--- config.mk ---
export PLATFORM = sky130hd
export DESIGN_NAME = bus_arbiter_2x32_flat
export DESIGN_NICKNAME = d
export VERILOG_FILES = /design/src/rtl/bus_arbiter_2x32_if.sv /design/src/rtl/bus_arbiter_2x32.sv /design/src/flat_wrapper.sv
export SDC_FILE = /design/constraint.sdc
export NUM_CORES = 1
export LEC_CHECK = 0
export ABC_CLOCK_PERIOD_IN_PS = 2900
export CAP_MARGIN = 5
export CELL_PAD_IN_SITES_DETAIL_PLACEMENT = 0
export CELL_PAD_IN_SITES_GLOBAL_PLACEMENT = 1
export CORE_MARGIN = 1
export CORE_UTILIZATION = 27
export DETAILED_ROUTE_END_ITERATION = 6
export PLACE_DENSITY_LB_ADDON = 0.1
export SYNTH_ARGS = -nofsm -noshare
export SYNTH_HDL_FRONTEND = slang
export SYNTH_SLANG_ARGS = --single-unit
--- constraint.sdc ---
create_clock -name clk -period 2.9 [get_ports clk]
set_input_delay 0.58 -clock clk [delete_from_list [all_inputs] [get_ports clk]]
set_output_delay 0.58 -clock clk [all_outputs]
set_load 0.02 [all_outputs]
--- src/rtl/bus_arbiter_2x32_if.sv ---
// Bus bundle for the two-master / one-slave 32-bit arbiter.
// The slave modport is the arbiter's view, and the master modport is the requesters' and bridge model's view.
interface bus_arbiter_2x32_if;
  logic [31:0] a_addr;
  logic [31:0] a_wdata;
  logic        a_wr_en;
  logic [3:0]  a_bytesel;
  logic [31:0] a_rdata;
  logic        a_compl;
  logic        a_err;

  logic [31:0] b_addr;
  logic [31:0] b_wdata;
  logic        b_wr_en;
  logic [3:0]  b_bytesel;
  logic [31:0] b_rdata;
  logic        b_compl;
  logic        b_err;

  logic [31:0] m_addr;
  logic [31:0] m_wdata;
  logic        m_wr_en;
  logic [3:0]  m_bytesel;
  logic [31:0] m_rdata;
  logic        m_compl;

  // Handshake: a master requests by holding a nonzero bytesel, and it keeps addr, wdata and wr_en stable
  // until its one-cycle compl strobe. On the slave side, one m_compl pulse ends the granted transfer.
  modport slave (
    input  a_addr, a_wdata, a_wr_en, a_bytesel,
    input  b_addr, b_wdata, b_wr_en, b_bytesel,
    output a_rdata, a_compl, a_err,
    output b_rdata, b_compl, b_err,
    output m_addr, m_wdata, m_wr_en, m_bytesel,
    input  m_rdata, m_compl
  );

  modport master (
    output a_addr, a_wdata, a_wr_en, a_bytesel,
    output b_addr, b_wdata, b_wr_en, b_bytesel,
    input  a_rdata, a_compl, a_err,
    input  b_rdata, b_compl, b_err,
    input  m_addr, m_wdata, m_wr_en, m_bytesel,
    output m_rdata, m_compl
  );
endinterface

--- src/rtl/bus_arbiter_2x32.sv ---
// Round-robin arbiter that lets two 32-bit masters share one bridge_32_16 host port.
// A timeout ends a stalled grant and reports it through x_err.
module bus_arbiter_2x32 #(
  parameter logic [7:0] TIMEOUT_CYCLES = 8'd255
) (
  input  logic                 clk,
  input  logic                 rst_n,
  bus_arbiter_2x32_if.slave    bus,
  output logic [1:0]           dbg_state
);

  typedef enum logic [1:0] {
    IDLE    = 2'd0,
    GRANT_A = 2'd1,
    GRANT_B = 2'd2
  } state_t;

  localparam logic [7:0] TO_LAST = TIMEOUT_CYCLES - 8'd1;

  state_t     state;
  logic       last_grant_b;
  logic [7:0] tcnt;
  logic       req_a;
  logic       req_b;
  logic       timeout_hit;

  // A master whose compl strobe is high this cycle is masked, so it cannot be granted again at once.
  assign req_a = (bus.a_bytesel != 4'h0) && !bus.a_compl;
  assign req_b = (bus.b_bytesel != 4'h0) && !bus.b_compl;

  assign timeout_hit = (TIMEOUT_CYCLES != 8'd0) && (tcnt == TO_LAST);

  assign dbg_state = state;

  always_ff @(posedge clk or negedge rst_n) begin
    if (!rst_n) begin
      state        <= IDLE;
      last_grant_b <= 1'b1;
      tcnt         <= 8'd0;
      bus.a_rdata  <= 32'h0;
      bus.a_compl  <= 1'b0;
      bus.a_err    <= 1'b0;
      bus.b_rdata  <= 32'h0;
      bus.b_compl  <= 1'b0;
      bus.b_err    <= 1'b0;
    end else begin
      bus.a_compl <= 1'b0;
      bus.a_err   <= 1'b0;
      bus.b_compl <= 1'b0;
      bus.b_err   <= 1'b0;
      case (state)
        IDLE: begin
          // On a tie, the master that was not granted last wins.
          if (req_a && (!req_b || last_grant_b)) begin
            state        <= GRANT_A;
            last_grant_b <= 1'b0;
            tcnt         <= 8'd0;
          end else if (req_b) begin
            state        <= GRANT_B;
            last_grant_b <= 1'b1;
            tcnt         <= 8'd0;
          end
        end
        GRANT_A: begin
          if (bus.m_compl) begin
            state       <= IDLE;
            bus.a_rdata <= bus.m_rdata;
            bus.a_compl <= 1'b1;
            bus.a_err   <= 1'b0;
          end else if (timeout_hit) begin
            state       <= IDLE;
            bus.a_rdata <= 32'h0;
            bus.a_compl <= 1'b1;
            bus.a_err   <= 1'b1;
          end else if (tcnt != 8'hff) begin
            tcnt <= tcnt + 8'd1;
          end
        end
        GRANT_B: begin
          if (bus.m_compl) begin
            state       <= IDLE;
            bus.b_rdata <= bus.m_rdata;
            bus.b_compl <= 1'b1;
            bus.b_err   <= 1'b0;
          end else if (timeout_hit) begin
            state       <= IDLE;
            bus.b_rdata <= 32'h0;
            bus.b_compl <= 1'b1;
            bus.b_err   <= 1'b1;
          end else if (tcnt != 8'hff) begin
            tcnt <= tcnt + 8'd1;
          end
        end
        default: state <= IDLE;
      endcase
    end
  end

  // The slave port follows the granted master combinationally, so m_bytesel drops as soon as reset is asserted.
  always_comb begin
    bus.m_addr    = 32'h0;
    bus.m_wdata   = 32'h0;
    bus.m_wr_en   = 1'b0;
    bus.m_bytesel = 4'h0;
    case (state)
      GRANT_A: begin
        bus.m_addr    = bus.a_addr;
        bus.m_wdata   = bus.a_wdata;
        bus.m_wr_en   = bus.a_wr_en;
        bus.m_bytesel = bus.a_bytesel;
      end
      GRANT_B: begin
        bus.m_addr    = bus.b_addr;
        bus.m_wdata   = bus.b_wdata;
        bus.m_wr_en   = bus.b_wr_en;
        bus.m_bytesel = bus.b_bytesel;
      end
      default: ;
    endcase
  end

endmodule

--- src/flat_wrapper.sv ---
// flat-port wrapper written by rule: the top's interface ports become plain ports
module bus_arbiter_2x32_flat 
#(
  parameter logic [7:0] TIMEOUT_CYCLES = 8'd255
)
  (clk, rst_n, dbg_state, bus_a_addr, bus_a_wdata, bus_a_wr_en, bus_a_bytesel, bus_b_addr, bus_b_wdata, bus_b_wr_en, bus_b_bytesel, bus_a_rdata, bus_a_compl, bus_a_err, bus_b_rdata, bus_b_compl, bus_b_err, bus_m_addr, bus_m_wdata, bus_m_wr_en, bus_m_bytesel, bus_m_rdata, bus_m_compl);
  bus_arbiter_2x32_if bus_i ();
  input  logic clk;
  input  logic rst_n;
  output logic [1:0] dbg_state;
  input wire logic [$bits(bus_i.a_addr)-1:0] bus_a_addr;
  input wire logic [$bits(bus_i.a_wdata)-1:0] bus_a_wdata;
  input wire logic [$bits(bus_i.a_wr_en)-1:0] bus_a_wr_en;
  input wire logic [$bits(bus_i.a_bytesel)-1:0] bus_a_bytesel;
  input wire logic [$bits(bus_i.b_addr)-1:0] bus_b_addr;
  input wire logic [$bits(bus_i.b_wdata)-1:0] bus_b_wdata;
  input wire logic [$bits(bus_i.b_wr_en)-1:0] bus_b_wr_en;
  input wire logic [$bits(bus_i.b_bytesel)-1:0] bus_b_bytesel;
  output wire logic [$bits(bus_i.a_rdata)-1:0] bus_a_rdata;
  output wire logic [$bits(bus_i.a_compl)-1:0] bus_a_compl;
  output wire logic [$bits(bus_i.a_err)-1:0] bus_a_err;
  output wire logic [$bits(bus_i.b_rdata)-1:0] bus_b_rdata;
  output wire logic [$bits(bus_i.b_compl)-1:0] bus_b_compl;
  output wire logic [$bits(bus_i.b_err)-1:0] bus_b_err;
  output wire logic [$bits(bus_i.m_addr)-1:0] bus_m_addr;
  output wire logic [$bits(bus_i.m_wdata)-1:0] bus_m_wdata;
  output wire logic [$bits(bus_i.m_wr_en)-1:0] bus_m_wr_en;
  output wire logic [$bits(bus_i.m_bytesel)-1:0] bus_m_bytesel;
  input wire logic [$bits(bus_i.m_rdata)-1:0] bus_m_rdata;
  input wire logic [$bits(bus_i.m_compl)-1:0] bus_m_compl;
  assign bus_i.a_addr = bus_a_addr;
  assign bus_i.a_wdata = bus_a_wdata;
  assign bus_i.a_wr_en = bus_a_wr_en;
  assign bus_i.a_bytesel = bus_a_bytesel;
  assign bus_i.b_addr = bus_b_addr;
  assign bus_i.b_wdata = bus_b_wdata;
  assign bus_i.b_wr_en = bus_b_wr_en;
  assign bus_i.b_bytesel = bus_b_bytesel;
  assign bus_a_rdata = bus_i.a_rdata;
  assign bus_a_compl = bus_i.a_compl;
  assign bus_a_err = bus_i.a_err;
  assign bus_b_rdata = bus_i.b_rdata;
  assign bus_b_compl = bus_i.b_compl;
  assign bus_b_err = bus_i.b_err;
  assign bus_m_addr = bus_i.m_addr;
  assign bus_m_wdata = bus_i.m_wdata;
  assign bus_m_wr_en = bus_i.m_wr_en;
  assign bus_m_bytesel = bus_i.m_bytesel;
  assign bus_i.m_rdata = bus_m_rdata;
  assign bus_i.m_compl = bus_m_compl;
  bus_arbiter_2x32 #(.TIMEOUT_CYCLES(TIMEOUT_CYCLES)) u_core (.clk(clk), .rst_n(rst_n), .bus(bus_i), .dbg_state(dbg_state));
endmodule
==> impl_metrics.csv <==
group,metric,value,unit
outcome,outcome,"complete, no violations",
sta,finalSetupTns,0,ns
synth,avgSynthCellArea,10.74,um^2
detailed_routing,drcViolationCount,0,
detailed_routing,wl,19270,um
sta,min_period,2.813,ns
clocking,h-tree-depth,3,
synth,synth_area_leaders,"dfrtp_1, a32o_1, a22oi_1",
run,cap_viol_max_count,0,
finish,instances_no_fill,925,
finish,syn2layout_area_growth,84.32,%
synth,post-synth-top-area-cell,"dfrtp_1",
critical_path,cpMaxStageDelayCell,"clkdlybuf4s50_1",
sta,rsz0062_at_grt,"false",
clocking,clk_latency,0.33,ns
detailed_routing,vias,4762,
global_routing,grt_start_max_net_pins,80,
clocking,clkSinkCount,79,
sta,setup_slack,0.08702,ns
power_and_ir_drop,power_leakage,0.003568,uW
clocking,cts_buffers,9,
synth,synth_cells,408,
clocking,path_clk_slew,0.06,ns
finish,layout-drive-gt1-share,8.886,%
global_routing,antenna_found_initial,0,
placement,io_buffers,311,
finish,finish.utilization,50.84,%
critical_path,r2r_slack,0.54,ns
die,die_h,129.4,um
die,num_io_pins,312,
synth,ys.warnings.count,0,
finish,layout_commonest_cell,"clkdlybuf4s50_1",
placement,place_inst,901,
critical_path,max_stage_delay,0.62,ns
critical_path,start_kind,"register",
sta,maxSlewViolCount,0,
synth,synth.distinct_cells,42,
critical_path,critical_path_class,"reg2out",
hold_path,holdCritPathClass,"in2async",
placement,gp_congestion,0.8038,
synth,synth_ff_type,"dfrtp_1",
synth,async_flop_share,100.0,%
detailed_routing,dr.pass1.iters,4,
placement,dp_slack,0.2144,ns
finish,n_antenna_cell,0,
die,rows,46,
critical_path,path_cells,"inv_1 -> ha_2 -> buf_12 -> nor2b_1 -> clkdlybuf4s50_1",
critical_path,crit_fanout,43,
placement,dpl.hpwl,13940,um
power_and_ir_drop,power_density,989.8,nW/um^2
sta,final.setup_skew,0.007890,ns
finish,final_nets,883,
clocking,cts-root-buf,"clkbuf_16",
clocking,clock_path_buffers,2,
synth,syn_nets,587,
synth,synth_area,4382,um^2
clocking,cts_tree,"built",
global_routing,grt_pass1_wl,27310,um
detailed_routing,ant_nets,0,
detailed_routing,routed_via_density,5.148,
global_routing,overflow,0,
clocking,ctsHoldBuffers,0,
global_routing,grt.total_usage,21.80,%
critical_path,worstPathArrival,2.23,ns
detailed_routing,first_iter_violations,226,
synth,synth_edf_count,0,
die,dieArea,16740,um^2
sta,worstMarginPinSlew,1.010,ns
detailed_routing,wl_per_cell,20.83,um
sta,hold_viol,0,
power_and_ir_drop,peakVddDrop,0.5370,mV
die,core,15890,um^2
global_routing,grt_pass1_vias,4693,
synth,yosysTopAreaCellShare,44.55,%
sta,period_share,97.00,%
finish,final_cell_mix,"clkdlybuf4s50_1, dfrtp_1, a22oi_1",
die,die_w,129.4,um
sta,fmax,355.5,MHz
die,start_util,27.58,%
sta,finalSetupViolations,0,
synth,ys_seq_area_share,45.15,%
sta,slew_headroom,32.69,%
critical_path,critPathRequiredTime,2.32,ns
power_and_ir_drop,finalPower,7994,uW
critical_path,crit_path_end_kind,"output pin",
synth,ys_ff_latch,79,
-- critical path: cells and delay by family (launching register included) --
kind / cells / cell delay [ns]
fa+ha+maj: 1 / 0.39
buf+inv: 3 / 0.93
flops: 1 / 0.41
simple gates: 1 / 0.16
-- logic make-up (layout without fill, tap and decap cells) --
group                    Yosys count  after routing  share of synthesized area [%]
AO/OA/AOI/OAI                    160            160                          31.67
AND/OR/NAND/NOR                  109            109                          15.56
adder cells (fa/ha/maj)            6              6                          1.713
buffers and inverters             54            355                          5.911
flip-flops                        79             79                          45.15
-- stage by stage --
stage                     area, um^2  hold WS [ns]
after CTS                       8033        0.4582
after global placement          7702        0.4708
after detailed placement        7702        0.4796
final                           8077        0.4177
after global routing            8077        0.4957
after floorplan                 4382        0.2844
-- layout make-up --
class,count,area [um^2]
clock buffers,11,252.7
well taps,216,270.3
fillers,1477,7809
multi-input cells,275,2172
repair buffers,332,3311
inverters,7,26.28
clock inverters,5,63.81
flip-flops and latches,79,1981
-- routing by layer --
layer  vias up  wire, um  GRT usage [%]  part of all wire [%]
met3        20      1526          5.863                   7.9
met2       206      9814          39.50                    51
li1       2196         -              -                     -
met4         0       421          7.059                   2.2
met5         -         0              0                     0
met1      2340      7509          24.75                    39
-- timing repair --
item	4_1_cts	5_1_grt
pin swaps	1	0
setup buffers	8	0
endpoints found under the setup margin	59	22
resized for setup	39	18
-- synth_stat cells, types with 3 or more instances --
master,n
dfrtp_1,78
a22oi_1,70
nor2b_1,69
a32o_1,64
clkbuf_1,36
o21ai_0,8
buf_6,7
inv_1,7
nand3_1,7
ha_1,6
nand2_1,5
a211o_1,3
and2_1,3
and3_1,3
buf_2,3
nand2b_1,3
nor2_1,3
-- where the power goes --
part / leakage, uW / switching (uW) / internal [uW]
Clock: 0.000152 / 452 / 719
Combinational: 0.00242 / 2600 / 2380
Sequential: 0.00100 / 287 / 1560
-- registers in the layout, summed over array words and instances (netlist names) --
signal and count:
u_core.bus.a_err 1, u_core.bus.b_compl 1, u_core.last_grant_b 1, u_core.tcnt 8, u_core.bus.b_err 1, u_core.dbg_state 2
u_core.bus.a_rdata 32, u_core.bus.a_compl 1, u_core.bus.b_rdata 32
-- path summary, 6_finish.rpt --
kind / cells after the start / from / end
setup / recovery: 5 / u_core.dbg_state[0]$_DFFE_PN0P_ / bus_m_addr[22]
hold / removal: 1 / rst_n / u_core.bus.a_rdata[3]$_DFFE_PN0P_
setup reg to reg: 8 / u_core.dbg_state[0]$_DFFE_PN0P_ / u_core.tcnt[3]$_DFFE_PN0P_
hold reg to reg: 1 / u_core.bus.a_rdata[28]$_DFFE_PN0P_ / u_core.bus.a_rdata[28]$_DFFE_PN0P_
max in group asynchronous: 1 / rst_n / u_core.dbg_state[0]$_DFFE_PN0P_
min in group clk: 1 / u_core.bus.a_rdata[28]$_DFFE_PN0P_ / u_core.bus.a_rdata[28]$_DFFE_PN0P_
(Power assumes the default switching activity.)
